## config.mk

```make
export PLATFORM = sky130hd
export DESIGN_NAME = alu_issue_ctrl
export DESIGN_NICKNAME = d
export VERILOG_FILES = /design/src/rtl/alu_issue_ctrl_pkg.sv /design/src/rtl/alu_issue_ctrl.sv
export SDC_FILE = /design/constraint.sdc
export NUM_CORES = 1
export LEC_CHECK = 0
export ABC_AREA = 1
export BUFFER_PORTS_ARGS = -buffer_cell sky130_fd_sc_hd__buf_2
export CAP_MARGIN = 20
export CORE_MARGIN = 1.5
export CORE_UTILIZATION = 43
export DETAILED_ROUTE_END_ITERATION = 12
export PLACE_DENSITY = 0.74
export SYNTH_ARGS = -nofsm -noshare
export SYNTH_HDL_FRONTEND = slang
export SYNTH_SLANG_ARGS = --single-unit
```

## constraint.sdc

```tcl
create_clock -name clk -period 1.27 [get_ports clk]
set_input_delay 0.1905 -clock clk [delete_from_list [all_inputs] [get_ports clk]]
set_output_delay 0.1905 -clock clk [all_outputs]
set_load 0.02 [all_outputs]
```

## src/rtl/alu_issue_ctrl_pkg.sv

```systemverilog
`default_nettype none
// ============================================================================
// Module      : alu_issue_ctrl_pkg
// Description : Shared constants, instruction opcodes, ALU mode codes and the
//               opcode decode helper for the ALU issue controller.
// Revision    : 1.0 - initial release
// ============================================================================
package alu_issue_ctrl_pkg;

  // Widest opcode the decode helper understands; narrower opcodes are
  // zero-extended into it by the caller.
  localparam int OPW_MAX = 16;

  // Instruction opcodes as presented by fetch/decode
  localparam logic [3:0] INSTR_ADD = 4'd0;
  localparam logic [3:0] INSTR_SUB = 4'd1;
  localparam logic [3:0] INSTR_AND = 4'd2;
  localparam logic [3:0] INSTR_OR  = 4'd3;
  localparam logic [3:0] INSTR_XOR = 4'd4;
  localparam logic [3:0] INSTR_CMP = 4'd5;

  // ALU mode codes driven on alu_mode
  localparam logic [7:0] OP_ADD = 8'h00;
  localparam logic [7:0] OP_SUB = 8'h01;
  localparam logic [7:0] OP_AND = 8'h02;
  localparam logic [7:0] OP_OR  = 8'h03;
  localparam logic [7:0] OP_XOR = 8'h04;

  // Decoded view of one instruction opcode
  typedef struct packed {
    logic       legal;     // opcode is one the ALU can execute
    logic       carry_en;  // ALU carry is meaningful (arithmetic ops)
    logic       acc_wr;    // result is written back to the accumulator
    logic [7:0] mode;      // ALU mode code to issue
  } decode_t;

  // Map an instruction opcode to its ALU mode and side-effect flags.
  // CMP is a subtract whose result never reaches the accumulator.
  function automatic decode_t decode_op(input logic [OPW_MAX-1:0] op);
    decode_t d;
    d.legal    = 1'b1;
    d.carry_en = 1'b0;
    d.acc_wr   = 1'b1;
    d.mode     = OP_ADD;
    case (op)
      OPW_MAX'(INSTR_ADD): begin d.carry_en = 1'b1; d.mode = OP_ADD; end
      OPW_MAX'(INSTR_SUB): begin d.carry_en = 1'b1; d.mode = OP_SUB; end
      OPW_MAX'(INSTR_AND): d.mode = OP_AND;
      OPW_MAX'(INSTR_OR):  d.mode = OP_OR;
      OPW_MAX'(INSTR_XOR): d.mode = OP_XOR;
      OPW_MAX'(INSTR_CMP): begin d.carry_en = 1'b1; d.acc_wr = 1'b0; d.mode = OP_SUB; end
      default: begin d.legal = 1'b0; d.acc_wr = 1'b0; end
    endcase
    return d;
  endfunction

endpackage
`default_nettype wire

```

## src/rtl/alu_issue_ctrl.sv

```systemverilog
`default_nettype none
// ============================================================================
// Module      : alu_issue_ctrl
// Description : Initiator side of the ALU interface. Accepts one instruction,
//               issues it to the ALU, waits out result and flag latency, and
//               returns result + flags on a valid/ready response channel.
//               Keeps an accumulator usable as operand A.
// Revision    : 1.0 - initial release
// ============================================================================
module alu_issue_ctrl
  import alu_issue_ctrl_pkg::*;
#(
  parameter int N   = 8,
  parameter int OPW = 4
) (
  input  logic           clk,
  input  logic           rst,
  input  logic           instr_valid,
  output logic           instr_ready,
  input  logic [OPW-1:0] instr_op,
  input  logic           instr_use_acc,
  input  logic [N-1:0]   instr_a,
  input  logic [N-1:0]   instr_b,
  output logic           res_valid,
  input  logic           res_ready,
  output logic [N-1:0]   res_data,
  output logic           res_zero,
  output logic           res_carry,
  output logic           res_err,
  output logic           alu_enable,
  output logic [N-1:0]   alu_mode,
  output logic [N-1:0]   alu_in_a,
  output logic [N-1:0]   alu_in_b,
  input  logic [N-1:0]   alu_out,
  input  logic           alu_flag_zero,
  input  logic           alu_flag_carry
);

  typedef enum logic [2:0] {
    ST_IDLE      = 3'd0,
    ST_ISSUE     = 3'd1,
    ST_WAIT_RES  = 3'd2,
    ST_WAIT_FLAG = 3'd3,
    ST_RESP      = 3'd4
  } state_t;

  state_t       r_state;
  state_t       w_state_nxt;
  decode_t      w_dec;
  logic         w_accept;
  logic         w_resp_done;
  logic         w_instr_ready;
  logic         w_res_valid;
  logic         w_alu_enable;

  logic [N-1:0] r_acc;
  logic [N-1:0] r_mode;
  logic [N-1:0] r_in_a;
  logic [N-1:0] r_in_b;
  logic         r_carry_en;
  logic         r_acc_wr;
  logic [N-1:0] r_res_data;
  logic         r_res_zero;
  logic         r_res_carry;
  logic         r_res_err;

  assign w_dec       = decode_op(OPW_MAX'(instr_op));
  assign w_accept    = w_instr_ready && instr_valid;
  assign w_resp_done = w_res_valid && res_ready;

  // Next-state and handshake/enable outputs, all derived from the current state
  always_comb begin
    w_state_nxt   = r_state;
    w_instr_ready = 1'b0;
    w_res_valid   = 1'b0;
    w_alu_enable  = 1'b0;
    case (r_state)
      ST_IDLE: begin
        w_instr_ready = 1'b1;
        if (instr_valid) w_state_nxt = w_dec.legal ? ST_ISSUE : ST_RESP;
      end
      ST_ISSUE: begin
        w_alu_enable = 1'b1;
        w_state_nxt  = ST_WAIT_RES;
      end
      ST_WAIT_RES:  w_state_nxt = ST_WAIT_FLAG;
      ST_WAIT_FLAG: w_state_nxt = ST_RESP;
      ST_RESP: begin
        w_res_valid = 1'b1;
        if (res_ready) w_state_nxt = ST_IDLE;
      end
      default: w_state_nxt = ST_IDLE;
    endcase
  end

  // State register; reset drops any instruction in flight
  always_ff @(posedge clk) begin
    if (rst) r_state <= ST_IDLE;
    else     r_state <= w_state_nxt;
  end

  // Latch the instruction on accept and collect ALU result/flags as they mature
  always_ff @(posedge clk) begin
    if (rst) begin
      r_mode      <= '0;
      r_in_a      <= '0;
      r_in_b      <= '0;
      r_carry_en  <= 1'b0;
      r_acc_wr    <= 1'b0;
      r_res_data  <= '0;
      r_res_zero  <= 1'b0;
      r_res_carry <= 1'b0;
      r_res_err   <= 1'b0;
    end else begin
      if (w_accept) begin
        r_carry_en <= w_dec.carry_en;
        r_acc_wr   <= w_dec.acc_wr;
        r_res_err  <= ~w_dec.legal;
        if (w_dec.legal) begin
          // ALU-facing registers only move for a real issue, so they hold otherwise
          r_mode <= N'(w_dec.mode);
          r_in_a <= instr_use_acc ? r_acc : instr_a;
          r_in_b <= instr_b;
        end else begin
          r_res_data  <= '0;
          r_res_zero  <= 1'b0;
          r_res_carry <= 1'b0;
        end
      end
      if (r_state == ST_WAIT_RES) begin
        r_res_data  <= alu_out;
        // Carry from the ALU is only defined for add/subtract
        r_res_carry <= r_carry_en & alu_flag_carry;
      end
      if (r_state == ST_WAIT_FLAG) r_res_zero <= alu_flag_zero;
    end
  end

  // Accumulator takes the result when the consumer accepts a writing op
  always_ff @(posedge clk) begin
    if (rst)                          r_acc <= '0;
    else if (w_resp_done && r_acc_wr) r_acc <= r_res_data;
  end

  assign instr_ready = w_instr_ready;
  assign res_valid   = w_res_valid;
  assign res_data    = r_res_data;
  assign res_zero    = r_res_zero;
  assign res_carry   = r_res_carry;
  assign res_err     = r_res_err;
  assign alu_enable  = w_alu_enable;
  assign alu_mode    = r_mode;
  assign alu_in_a    = r_in_a;
  assign alu_in_b    = r_in_b;

endmodule
`default_nettype wire

```

==> results list, run 1 <==
* Largest fanout of any net on the critical path: 3
- Number of standard cells after synthesis: between 200 and 250
* Static leakage: 0.00113 uW
* Launch instance of the worst min-delay path: instr_b[2]
* Antenna violations before repair: 0
* Average cell area after synthesis: around 7.5 um2
* Sum of negative setup slack: -0.169 ns
* Max Clock Skew: between 0.006 and 0.007 ns
* # clock sinks: 43
- The tool flagged a number of max-cap violations equal to 0.
- Final setup vio count: 3
- Status: finished with violations
- Peak ir drop on the vdd network: 0.979 mV
- Required time of the worst setup path: 1.08 ns
- Endpoint kind of the worst setup timing path: output port
- Setup slack on the critical path of the routed design comes to -0.0747 ns.
* Most common cell after layout, fill and taps aside: sky130_fd_sc_hd__buf_2
* Post-layout min period: about 1.3 ns
* Final slew viol count: 0
* Total routed wirelength: around 4000 um
- The die covers ~0.0045 mm2.
- The detailed router placed around 1700 vias in this run.
- Fin nets: 341
- Entering global routing, the biggest net connects 30 pins.
- Die span in y: 67.0 um
* # IOs: 73
- The synthesized design spends more area on one cell type than any other, namely sky130_fd_sc_hd__dfxtp_1.
- Timing would allow up to 744 MHz.
- Die span in x: roughly 67 um
- Startpoint kind of the worst setup timing path: flop
- Buffers placed on the I/O ports in this run total 67.
* Unrepaired setup endpoints after global routing: true
- Power per cell area: 1390 mW/mm2
* Peak-usage layer in the global routing report: met2
* Arrival time of the worst setup path: about 1.2 ns
- In this run the clock root is driven by a sky130_fd_sc_hd__clkbuf_8.
- R2R Path End: res_data[0]$_SDFFE_PP0P_
- Met2 Resource Use GR: 0.315
* Path category of the worst min-delay check: in2reg
- Detailed-routing iteration count for the pre-antenna-repair pass: 4
* Final Hold Violating Endpoints: 0
- Post-route fraction of the period consumed by the critical path: 1.06
* Total standard cell area after synthesis: between 0.0015 and 0.002 mm2
- Global-route track usage on met3: 0.0524
- Depth of the CTS H-tree: 2
- Top post-synthesis cells by area: sky130_fd_sc_hd__dfxtp_1 49%, sky130_fd_sc_hd__o21ai_0 9.4%, sky130_fd_sc_hd__nor2_1 8.7%
- Placeable core region: 0.00397 mm2
- DRT iter0 DRCs: 78
- Total half-perimeter wirelength after legalization and detailed placement: about 2700 um
- After filler insertion, the fill cell instance count of the layout stands at about 360.
- Cell count of the worst hold path: 3
- Area added between synthesis and finish: 34.4%
* Share of post-route cells with drive strength above 1: 0.326
- Vias/cell: 4.72
* Total Routing Usage GR: 0.191
* Ant. Diodes: 0
- Worst setup path class: reg2out
- The first global-routing pass estimated ~6400 um of wire.
* Met1 layer usage reported by global route: 0.227
* Bufs on Longest Clock Path: 2
* Site Rows: 23
* Number of cell instances on the worst register-to-register path: 7
- Violations in the final reports: setup timing
* Post-route total power: roughly 3300 uW
- The share of the Yosys chip area taken by registers is 0.489.
- Number of warnings reported in the yosys synthesis log: 0
- Timing analysis after detailed placement gives a worst setup slack of -0.0120 ns.
* Average wire length per cell after detail routing: ~11 um
- Vias in the first global route: around 1500
- Counting flops and latches in the post-synthesis netlist gives 43.
- TritonCTS built the clock tree.
* Number of CTS-inserted buffers: 5
- Of the post-synthesis cell area, the dominant cell type holds 0.489.
- Commonest cells after routing, fill and taps aside: 64 x sky130_fd_sc_hd__buf_2, 41 x sky130_fd_sc_hd__nor2_1, 40 x sky130_fd_sc_hd__dfxtp_1, 36 x sky130_fd_sc_hd__nand2_1, 32 x sky130_fd_sc_hd__o21ai_0
* Reg2reg start: r_state[0]$_SDFFE_PP0P_
* Distinct cell type count of the synthesized netlist: 22
- Hold-fix buffers, CTS: 0
* Number of remaining DRC errors: 0
- After global routing the overflow that remains totals 0.
* Remaining number of nets flagged by the antenna check after routing: 0
- The initial utilization of the core area, before any placement, comes to 0.443.
- For hold timing, the worst endpoint is alu_in_b[2]$_SDFFE_PP0P_.
- The clock reaches the later pin of the worst-skew pair after ~0.3 ns.
* Clock Pin Slew Worst Setup and Hold Paths: 0.08 ns
* Reg2reg setup slack: 0.04 ns
* Weighted congestion reported at the end of routability-driven placement: roughly 0.86
==> through the flow <==
stage / std cells / utilization / area, um2 / hold slack (ns)
global placement: 347 / 0.542 / 2150 / 0.412
CTS: 356 / 0.581 / 2310 / 0.108
finish: 357 / 0.595 / 2360 / 0.110
global route: 357 / 0.595 / 2360 / 0.127
floorplan: 239 / - / 1780 / 0.260
detailed placement: 347 / 0.542 / 2150 / 0.419
==> worst max-delay path, cell delays in order (launching register included) <==
cell and delay (ns):
sky130_fd_sc_hd__dfxtp_4 0.37, sky130_fd_sc_hd__buf_6 0.12, sky130_fd_sc_hd__inv_4 0.04, sky130_fd_sc_hd__nor3_4 0.18
sky130_fd_sc_hd__buf_6 0.14
==> area by class of cell <==
type                       instances  area, um2  share of cell area
inverter                          21       88.8              0.0376
multi-input combinational        160        790               0.334
clock inverter                     2       35.0              0.0148
timing repair buffer              75        439               0.186
clock buffer                       6       82.6              0.0349
sequential                        43        867               0.367
tap                               50       62.6              0.0265
==> layer usage <==
metal	wire length (um)	part of all wire
met1	1760	0.44
met5	0	0
met4	74	0.019
met2	1880	0.47
met3	281	0.070
==> synth_stat cells, drive strengths merged <==
library cell / count
dfxtp: 43
nor2: 43
nand2: 39
o21ai: 39
a21oi: 23
inv: 21
buf: 10
clkbuf: 5
nand3: 5
nor3: 3
o21a: 2
conb: 1
nand4: 1
==> state kept, by name, summed over array words and instances, names as in the netlist <==
| signal | flops |
|---|---|
| r_acc_wr | 1 |
| r_acc | 8 |
| alu_in_a | 8 |
| res_carry | 1 |
| res_err | 1 |
| res_zero | 1 |
| res_data | 8 |
| alu_mode | 3 |
| r_state | 3 |
| alu_in_b | 8 |
| r_carry_en | 1 |
==> logic make-up (layout without fill, tap and decap cells) <==
kind of cell | Yosys count | count (layout) | share of synthesized area
buf+inv | 36 | 104 | 0.0989
compound gates | 64 | 64 | 0.185
flops | 43 | 43 | 0.489
simple gates | 91 | 91 | 0.225
other cells | 1 | 5 | 0.00213
==> worst max path at each step <==
| stage | from | end | slack (ns) |
|---|---|---|---|
| floorplan | r_state[0]$_SDFFE_PP0P_ | r_state[1]$_SDFFE_PP0P_ | 0.02 |
| global placement | r_state[0]$_SDFFE_PP0P_ | r_state[0]$_SDFFE_PP0P_ | 0.02 |
| detailed placement | r_state[0]$_SDFFE_PP0P_ | res_carry$_SDFFE_PP0P_ | -0.01 |
| CTS | r_state[1]$_SDFFE_PP0P_ | res_valid | -0.08 |
| global route | r_state[0]$_SDFFE_PP0P_ | alu_enable | -0.11 |
| finish | r_state[0]$_SDFFE_PP0P_ | alu_enable | -0.07 |
==> where the power goes <==
part,leakage [uW],switching (uW),internal [uW],total [uW]
clock network,0.0000612,463,636,1100
registers,0.000352,60.0,1440,1500
logic,0.000720,424,257,681
==> timing repair <==
| action | in CTS | in global routing |
|---|---|---|
| pin swaps | 1 | 1 |
| gates cloned | 0 | 0 |
| resized for setup | 11 | 14 |
| buffers inserted | 1 | 1 |
| endpoints found under the hold margin | 0 | 0 |
| setup endpoints to repair | 7 | 27 |
No activity file was read; power rests on OpenSTA's default activity.
==> run 2, diff against run 1 <==
Settings changed: CELL_PAD_IN_SITES_DETAIL_PLACEMENT set to 0, CELL_PAD_IN_SITES_GLOBAL_PLACEMENT set to 1, CORE_UTILIZATION 43 to 32, PLACE_DENSITY 0.74 to 0.78.
==> results list, run 2 (same netlist as run 1, synthesis figures left out) <==
* Status: finished with violations
- Violations in the final reports: setup timing
- The required time of the critical path came to 1.08 ns (about the same).
- Total half-perimeter wirelength after legalization and detailed placement: 2890 um (+6.9%)
- The number of setup violations in the final report was 2 (-1).
* Final slew viol count: 0 (unchanged)
- Ant. Diodes: 0 (unchanged)
* DRT iter0 DRCs: 48 (-38%)
- In this run the critical register-to-register path is captured at r_acc[0]$_SDFFE_PP0P_.
- Total routed wirelength: 4020 um (+0.58%)
* Arrival time of the worst setup path: 1.10 ns (-0.05 ns)
* Depth of the CTS H-tree: 2 (unchanged)
* Antenna violations before repair: 0 (unchanged)
- The clock-pin slew on the worst setup and hold paths was 0.08 ns (about the same).
* Number of remaining DRC errors: 0 (unchanged)
* Net Switching: 921 uW (-2.8%)
- The number of failing hold endpoints at the final stage came to 0 (unchanged).
* Cell repeated most along the worst path: sky130_fd_sc_hd__buf_6
- Placeable core region: 0.00520 mm2 (+31%)
- Detailed-routing iteration count for the pre-antenna-repair pass: 5 (+1)
* Weighted congestion reported at the end of routability-driven placement: 0.778 (-9.3%)
- Core utilization of the finished layout: 0.456 (-0.139)
* Source of the critical timing path: r_state[0]$_SDFFE_PP0P_
- The number of maximum-capacitance constraint violations came to 0 (unchanged).
* Startpoint kind of the worst setup timing path: flop
- For this design, the slowest cell found on the critical path is sky130_fd_sc_hd__dfxtp_2.
* # IOs: 73 (unchanged)
- Vias: 1621 (-3.9%)
- The maximum clock frequency was 773 MHz (+3.9%).
- The initial core utilization is 0.338 (-0.105).
- The number of placed instances with taps included is 368 (+6.1%).
* Stages on worst setup path: 3 (-1)
- Bufs on Longest Clock Path: 2 (unchanged)
- Sequential power share: 0.495 (+0.038)
- Path category of the worst min-delay check: in2reg
- The total congestion overflow was 0 (unchanged).
- Reg2reg start: r_state[0]$_SDFFE_PP0P_
- In this run the worst setup path terminates at res_valid.
- The via count of the first global-routing pass was 1503 (+0.27%).
* Finished Layout Cells: 379 (+6.2%)
- Worst-case setup margin in the final layout: -0.0242 ns (+0.0505 ns)
* Unrepaired setup endpoints after global routing: true
- Sum of negative setup slack: -0.0389 ns (+0.130 ns)
* CP Cell Sequence: buf_6 -> nor3_4 -> buf_6
* Largest fanout of any net on the critical path: 3 (unchanged)
- Fin nets: 343 (+0.59%)
* Post-route fraction of the period consumed by the critical path: 1.02 (-0.0398)
* Clock share of power: 0.271 (-0.064)
- The number of buffers created by CTS was 5 (unchanged).
* FILL cells: 571 (+58%)
- The minimum period implied by the final worst setup slack was 1.29 ns (-0.0505 ns).
- The area of the die is 0.00595 mm2 (+33%).
- Crit-path leading delay family: flip-flops
* Die span in y: 77.1 um (+15%)
- The wire length of the first global-routing pass was 6640 um (+4.0%).
- Endpoint kind of the worst setup timing path: output port
- The routed wire length on met2 was 1800 um (-4.4%).
- Commonest cells after routing, fill and taps aside: 64 x sky130_fd_sc_hd__buf_2, 41 x sky130_fd_sc_hd__nor2_1, 40 x sky130_fd_sc_hd__dfxtp_1, 35 x sky130_fd_sc_hd__nand2_1, 29 x sky130_fd_sc_hd__o21ai_0
* Top routing layer used: met4
- The combinational power share came to 0.234 (+0.027).
* Max incr delay on CP: 0.34 ns (-0.03 ns)
- By startpoint and endpoint, the worst setup path is classified as reg2out.
* Int Pwr: 2100 uW (-9.9%)
- The number of cells on the worst reg-to-reg path is 5 (-2).
- The maximum number of pins on one net before global-route repair came to 23 (-23%).
- The width of the die came to 77.1 um (+15%).
* Net Sw Frac: 0.304 (+0.0158)
* Vias/cell: 4.28 (-9.4%)
- Peak ir drop on the vdd network: 0.516 mV (-47%)
- The leakage power figure is 0.00113 uW (-0.62%).
- Average wire length per cell after detail routing: 10.6 um (-5.3%)
* Power per cell area: 1270 mW/mm2 (-8.2%)
- Most common cell after layout, fill and taps aside: sky130_fd_sc_hd__buf_2
- Clock insertion delay at the later pin of the skew report: 0.29 ns (about the same)
- The global-route usage over all layers is 0.140 (-0.0511).
- Number of buffers inserted by port buffering: 67 (unchanged)
* Area added between synthesis and finish: 34.9%
* Root Buffer: sky130_fd_sc_hd__clkbuf_8
- TritonCTS clock tree: built
- The sum of routed wire segments on met1 was 1890 um (+6.9%).
* Remaining number of nets flagged by the antenna check after routing: 0 (unchanged)
- Reg2reg setup slack: 0.08 ns (+0.04 ns)
- Routed length on met3: 289 um (+2.8%)
- # clock sinks: 43 (unchanged)
- The share of layout cells above drive strength 1 is 0.327 (+0.00113).
* Max Clock Skew: 0.00588 ns (-0.000974 ns)
- Site Rows: 26 (+13%)
* Critical path buffer and inverter count: 2 (-1)
-- run 2: worst min path at each step --
stage,start,end,slack [ns],depth (start not counted)
final,instr_b[1],alu_in_b[1]$_SDFFE_PP0P_,0.12,3
after global routing,instr_b[0],alu_in_b[0]$_SDFFE_PP0P_,0.12,3
after CTS,instr_b[1],alu_in_b[1]$_SDFFE_PP0P_,0.11,3
after detailed placement,instr_b[1],alu_in_b[1]$_SDFFE_PP0P_,0.42,3
after global placement,instr_b[1],alu_in_b[1]$_SDFFE_PP0P_,0.42,3
after floorplan,rst,res_carry$_SDFFE_PP0P_,0.26,1
-- run 2: metrics by stage --
step                worst slack, ns  hold slack [ns]  cell area, um2  power, uW
global placement             0.0213            0.418            2180       2140
global route                -0.0848            0.117            2370       3210
floorplan                    0.0249            0.260            1780       1930
finish                      -0.0242            0.120            2370       3020
detailed placement         -0.00752            0.418            2180       2140
CTS                         -0.0585            0.109            2320       3020
-- run 2: power by group through the flow --
stage,registers [uW],clock network [uW],logic (uW)
final,1500,820,708
after global routing,1510,921,778
after CTS,1490,866,663
after detailed placement,1520,0,620
after global placement,1520,0,618
after floorplan,1610,0,319
-- run 2: final cells by class --
cell class	count	area [um2]	area share
clock buffer	7	76.3	0.0322
clock inverter	1	5.00	0.00211
inverter	21	86.3	0.0364
multi-input combinational	160	792	0.334
sequential	43	865	0.364
tap	70	87.6	0.0369
timing repair buffer	77	462	0.195
-- run 2: worst reg2reg max path: cells and delay by family (launching register included) --
kind            cells  cell delay [ns]
simple gates        2             0.32
buf+inv             2             0.34
compound gates      1             0.12
flops               1             0.34
-- run 2: per-layer routing --
layer,up-vias,GRT usage
li1,889,-
met1,675,0.170
met2,52,0.230
met3,5,0.0405
met4,0,0.0545
met5,-,0
-- run 2: repair_timing --
item	4_1_cts	5_1_grt
buffers inserted	0	3
pin swaps	0	3
cloned	0	0
setup endpoints to repair	5	34
resized for setup	17	12
hold buffers	0	0
==> run 3, diff against run 2 <==
Settings changed: ABC_AREA 1 to not set, CORE_UTILIZATION 32 to 34.
==> results list, run 3 <==
- Most repeated cell in the gate-level netlist after synthesis: sky130_fd_sc_hd__dfxtp_1
* FILL cells: 487 (-15%)
- The power density of the placed cells came to 1210 mW/mm2 (-5.3%).
- The cell area after layout is 0.00268 mm2 (+13%).
- The kind of cell with the highest combined delay along the critical path is simple AND/OR/NAND/NOR gates.
- The slowest stage of the critical path is the sky130_fd_sc_hd__or4b_4 cell.
- Post-Place Cells: 340 (-7.6%)
* Finished Layout Cells: 359 (-5.3%)
- Yosys top cell area share: 0.473 (-0.0162)
* Bufs on Longest Clock Path: 2 (unchanged)
- Site Rows: 26 (unchanged)
* Most common cell after layout, fill and taps aside: sky130_fd_sc_hd__buf_2
* Final slew viol count: 0 (unchanged)
- Wire length of the first global-routing pass: 8040 um (+21%)
* Vias: 1729 (+6.7%)
- Total half-perimeter wirelength after legalization and detailed placement: 3320 um (+15%)
- TritonCTS clock tree: built
* Number of warnings reported in the yosys synthesis log: 0 (unchanged)
- The library cells used most frequently in the layout, excluding fill and tap cells, are 64 x sky130_fd_sc_hd__buf_2, 41 x sky130_fd_sc_hd__dfxtp_1, 24 x sky130_fd_sc_hd__buf_4, 19 x sky130_fd_sc_hd__a21oi_1, 16 x sky130_fd_sc_hd__mux2i_1.
- The worst setup path is launched from a flop.
* Max incr delay on CP: 0.54 ns (+0.20 ns)
- Worst setup path class: reg2reg
- Root Buffer: sky130_fd_sc_hd__clkbuf_8
- The setup skew after layout is 0.00513 ns (-0.000749 ns).
* Die span in y: 76.2 um (-1.3%)
* Final setup vio count: 36 (+34)
- The number of enable flip-flop cells after synthesis was 0 (unchanged).
* Violations in the final reports: setup timing
* Distinct cell type count of the synthesized netlist: 31 (+41%)
* Vias/cell: 4.82 (+13%)
- The biggest area contributor in the post-synthesis netlist is sky130_fd_sc_hd__dfxtp_1.
* Vias in the first global route: 1707 (+14%)
- The number of maximum-capacitance constraint violations came to 0 (unchanged).
- Clock Pin Slew Worst Setup and Hold Paths: 0.08 ns (about the same)
* Number of standard cells after synthesis: 196 (-17%)
* Final Hold Violating Endpoints: 0 (unchanged)
- In the synthesized netlist the dominant register cell turns out to be sky130_fd_sc_hd__dfxtp_1.
* Endpoint kind of the worst setup timing path: flop
- Top post-synthesis cells by area: sky130_fd_sc_hd__dfxtp_1 47%, sky130_fd_sc_hd__mux2i_1 8.8%, sky130_fd_sc_hd__a21oi_1 6.3%
* Placeable core region: 0.00514 mm2 (-1.2%)
- The final hold slack is 0.137 ns (+0.0172 ns).
- DRT iter0 DRCs: 67 (+40%)
- Most frequent cells after synthesis: 43 x sky130_fd_sc_hd__dfxtp_1, 23 x sky130_fd_sc_hd__a21oi_1, 16 x sky130_fd_sc_hd__mux2i_1, 12 x sky130_fd_sc_hd__nor2_1, 12 x sky130_fd_sc_hd__o21ai_0
- Total routed wirelength: 4850 um (+21%)
* Sequential-to-total area share from yosys stat: 0.473 (-0.0162)
- # clock sinks: 43 (unchanged)
- The run finished, with violations left.
- The worst path buffer plus inverter count was 0 (-2).
- The post-synth design cell area came to 0.00182 mm2 (+3.4%).
- Clock insertion delay at the later pin of the skew report: 0.28 ns (about the same)
* # IOs: 73 (unchanged)
- The placer's final routability congestion estimate is 0.703 (-9.7%).
- The mean instance size in the synthesized netlist is 9.28 um2 (+24%).
- Cell area reported after detailed placement: 0.00234 mm2 (+7.2%)
- The fraction of registers with async set or reset after synthesis came to 0 (unchanged).
- The minimum period implied by the final worst setup slack is 1.48 ns (+0.184 ns).
* Number of remaining DRC errors: 0 (unchanged)
* Post-route total power: 3230 uW (+6.9%)
- The per-cell routed wire length was 13.5 um (+27%).
- Antenna violations before repair: 0 (unchanged)
* Area occupied by registers: 863 um2 (-0.14%)
- Detailed-routing iteration count for the pre-antenna-repair pass: 4 (-1)
* Arrival time of the worst setup path: 1.70 ns (+0.60 ns)
- The total congestion overflow came to 0 (unchanged).
- The maximum clock frequency was 676 MHz (-12%).
* Initial core utilization: 0.354 (+0.0160)
- Total Routing Usage GR: 0.169 (+0.0299)
- Share of post-route cells with drive strength above 1: 0.443 (+0.116)
- The worst ir drop on vdd is 0.763 mV (+48%).
* Setup WS pre-CTS: -0.233 ns (-0.226 ns)
- The maximum number of pins on one net before global-route repair is 19 (-17%).
- Die span in x: 76.2 um (-1.3%)
* Area used by multi-input combinational logic: 960 um2 (+21%)
* Fin nets: 323 (-5.8%)
- The number of buffers created by CTS was 5 (unchanged).
- Post-route fraction of the period consumed by the critical path: 1.16 (+0.145)
- The worst hold path belongs to the class in2reg.
- The required time of the critical path came to 1.50 ns (+0.42 ns).
* Largest fanout of any net on the critical path: 3 (unchanged)
* CP Cell Sequence: or4b_4 -> or4_4 -> a21oi_2
* Yosys reg bits: 43 (unchanged)
- Worst-case setup margin in the final layout: -0.208 ns (-0.184 ns)
- The leakage power figure is 0.00125 uW (+11%).
- Number of buffers inserted by port buffering: 67 (unchanged)
- The area growth from synthesis to layout is 47.2%.
- The area of the die was 0.00580 mm2 (-2.6%).
* Remaining number of nets flagged by the antenna check after routing: 0 (unchanged)
- The deepest level of the CTS H-tree is 2 (unchanged).
- Unrepaired setup endpoints after global routing: true
- Ant. Diodes: 0 (unchanged)
-- run 3: changes by cell type after synthesis, moves of 9 or more --
cell and change:
sky130_fd_sc_hd__o21ai_0 -21, sky130_fd_sc_hd__nand2b_1 +10, sky130_fd_sc_hd__mux2i_1 +16, sky130_fd_sc_hd__nor2_1 -29, sky130_fd_sc_hd__a211oi_1 +9, sky130_fd_sc_hd__nand2_1 -25, sky130_fd_sc_hd__inv_1 -19
-- run 3: path summary, 6_finish.rpt --
path	from	to	slack, ns	depth (start not counted)
worst max-delay path	r_state[1]$_SDFFE_PP0P_	alu_mode[2]$_SDFFE_PP0P_	-0.21	3
worst min-delay path	alu_out[4]	res_data[4]$_SDFFE_PP0P_	0.14	2
worst max register to register	r_state[1]$_SDFFE_PP0P_	alu_mode[2]$_SDFFE_PP0P_	-0.21	3
worst min register to register	r_acc[6]$_SDFFE_PP0P_	r_acc[6]$_SDFFE_PP0P_	0.46	2
-- run 3: stage by stage --
| stage | setup TNS [ns] | util |
|---|---|---|
| 2_1_floorplan | -7.79 | - |
| 3_3_place_gp | -4.24 | 0.456 |
| 3_5_place_dp | -4.57 | 0.456 |
| 4_1_cts | -3.85 | 0.513 |
| 5_1_grt | -6.50 | 0.521 |
| 6_report | -4.09 | 0.521 |
-- run 3: cell type report --
cell class / count / share of cell area
inverters: 1 / 0.00140
well taps: 70 / 0.0327
flip-flops and latches: 43 / 0.322
clock buffers: 6 / 0.0308
multi-input cells: 136 / 0.358
clock inverters: 2 / 0.0131
repair buffers: 101 / 0.241
-- run 3: kinds of logic after synthesis --
group / count (synthesis) / share of synthesized area
flops: 43 / 0.473
simple gates: 58 / 0.176
other cells: 1 / 0.00206
compound gates: 56 / 0.195
mux: 16 / 0.0880
buf+inv: 21 / 0.0605
xor+xnor: 1 / 0.00482
-- run 3: per-layer routing --
metal / vias to the layer above / wire length, um / GRT usage
met5: - / 0 / 0
li1: 887 / - / -
met3: 2 / 322 / 0.0527
met1: 784 / 2150 / 0.210
met2: 56 / 2370 / 0.299
met4: 0 / 15 / 0.0167
-- run 3: report_power, final --
| part | switching [uW] | internal, uW |
|---|---|---|
| registers | 31.8 | 1410 |
| clock network | 450 | 637 |
| logic | 381 | 324 |
| total | 863 | 2370 |
-- run 3: worst reg2reg max path, delay by kind of cell (launching register included) --
family	cells	cell delay, ns
compound gates	1	0.14
flops	1	0.31
simple gates	2	0.97
-- run 3: repair_timing --
item	CTS	global route
pin swaps	17	6
gates cloned	3	0
resized for setup	31	14
setup buffers	8	2
hold buffers	0	0
setup endpoints to repair	44	44
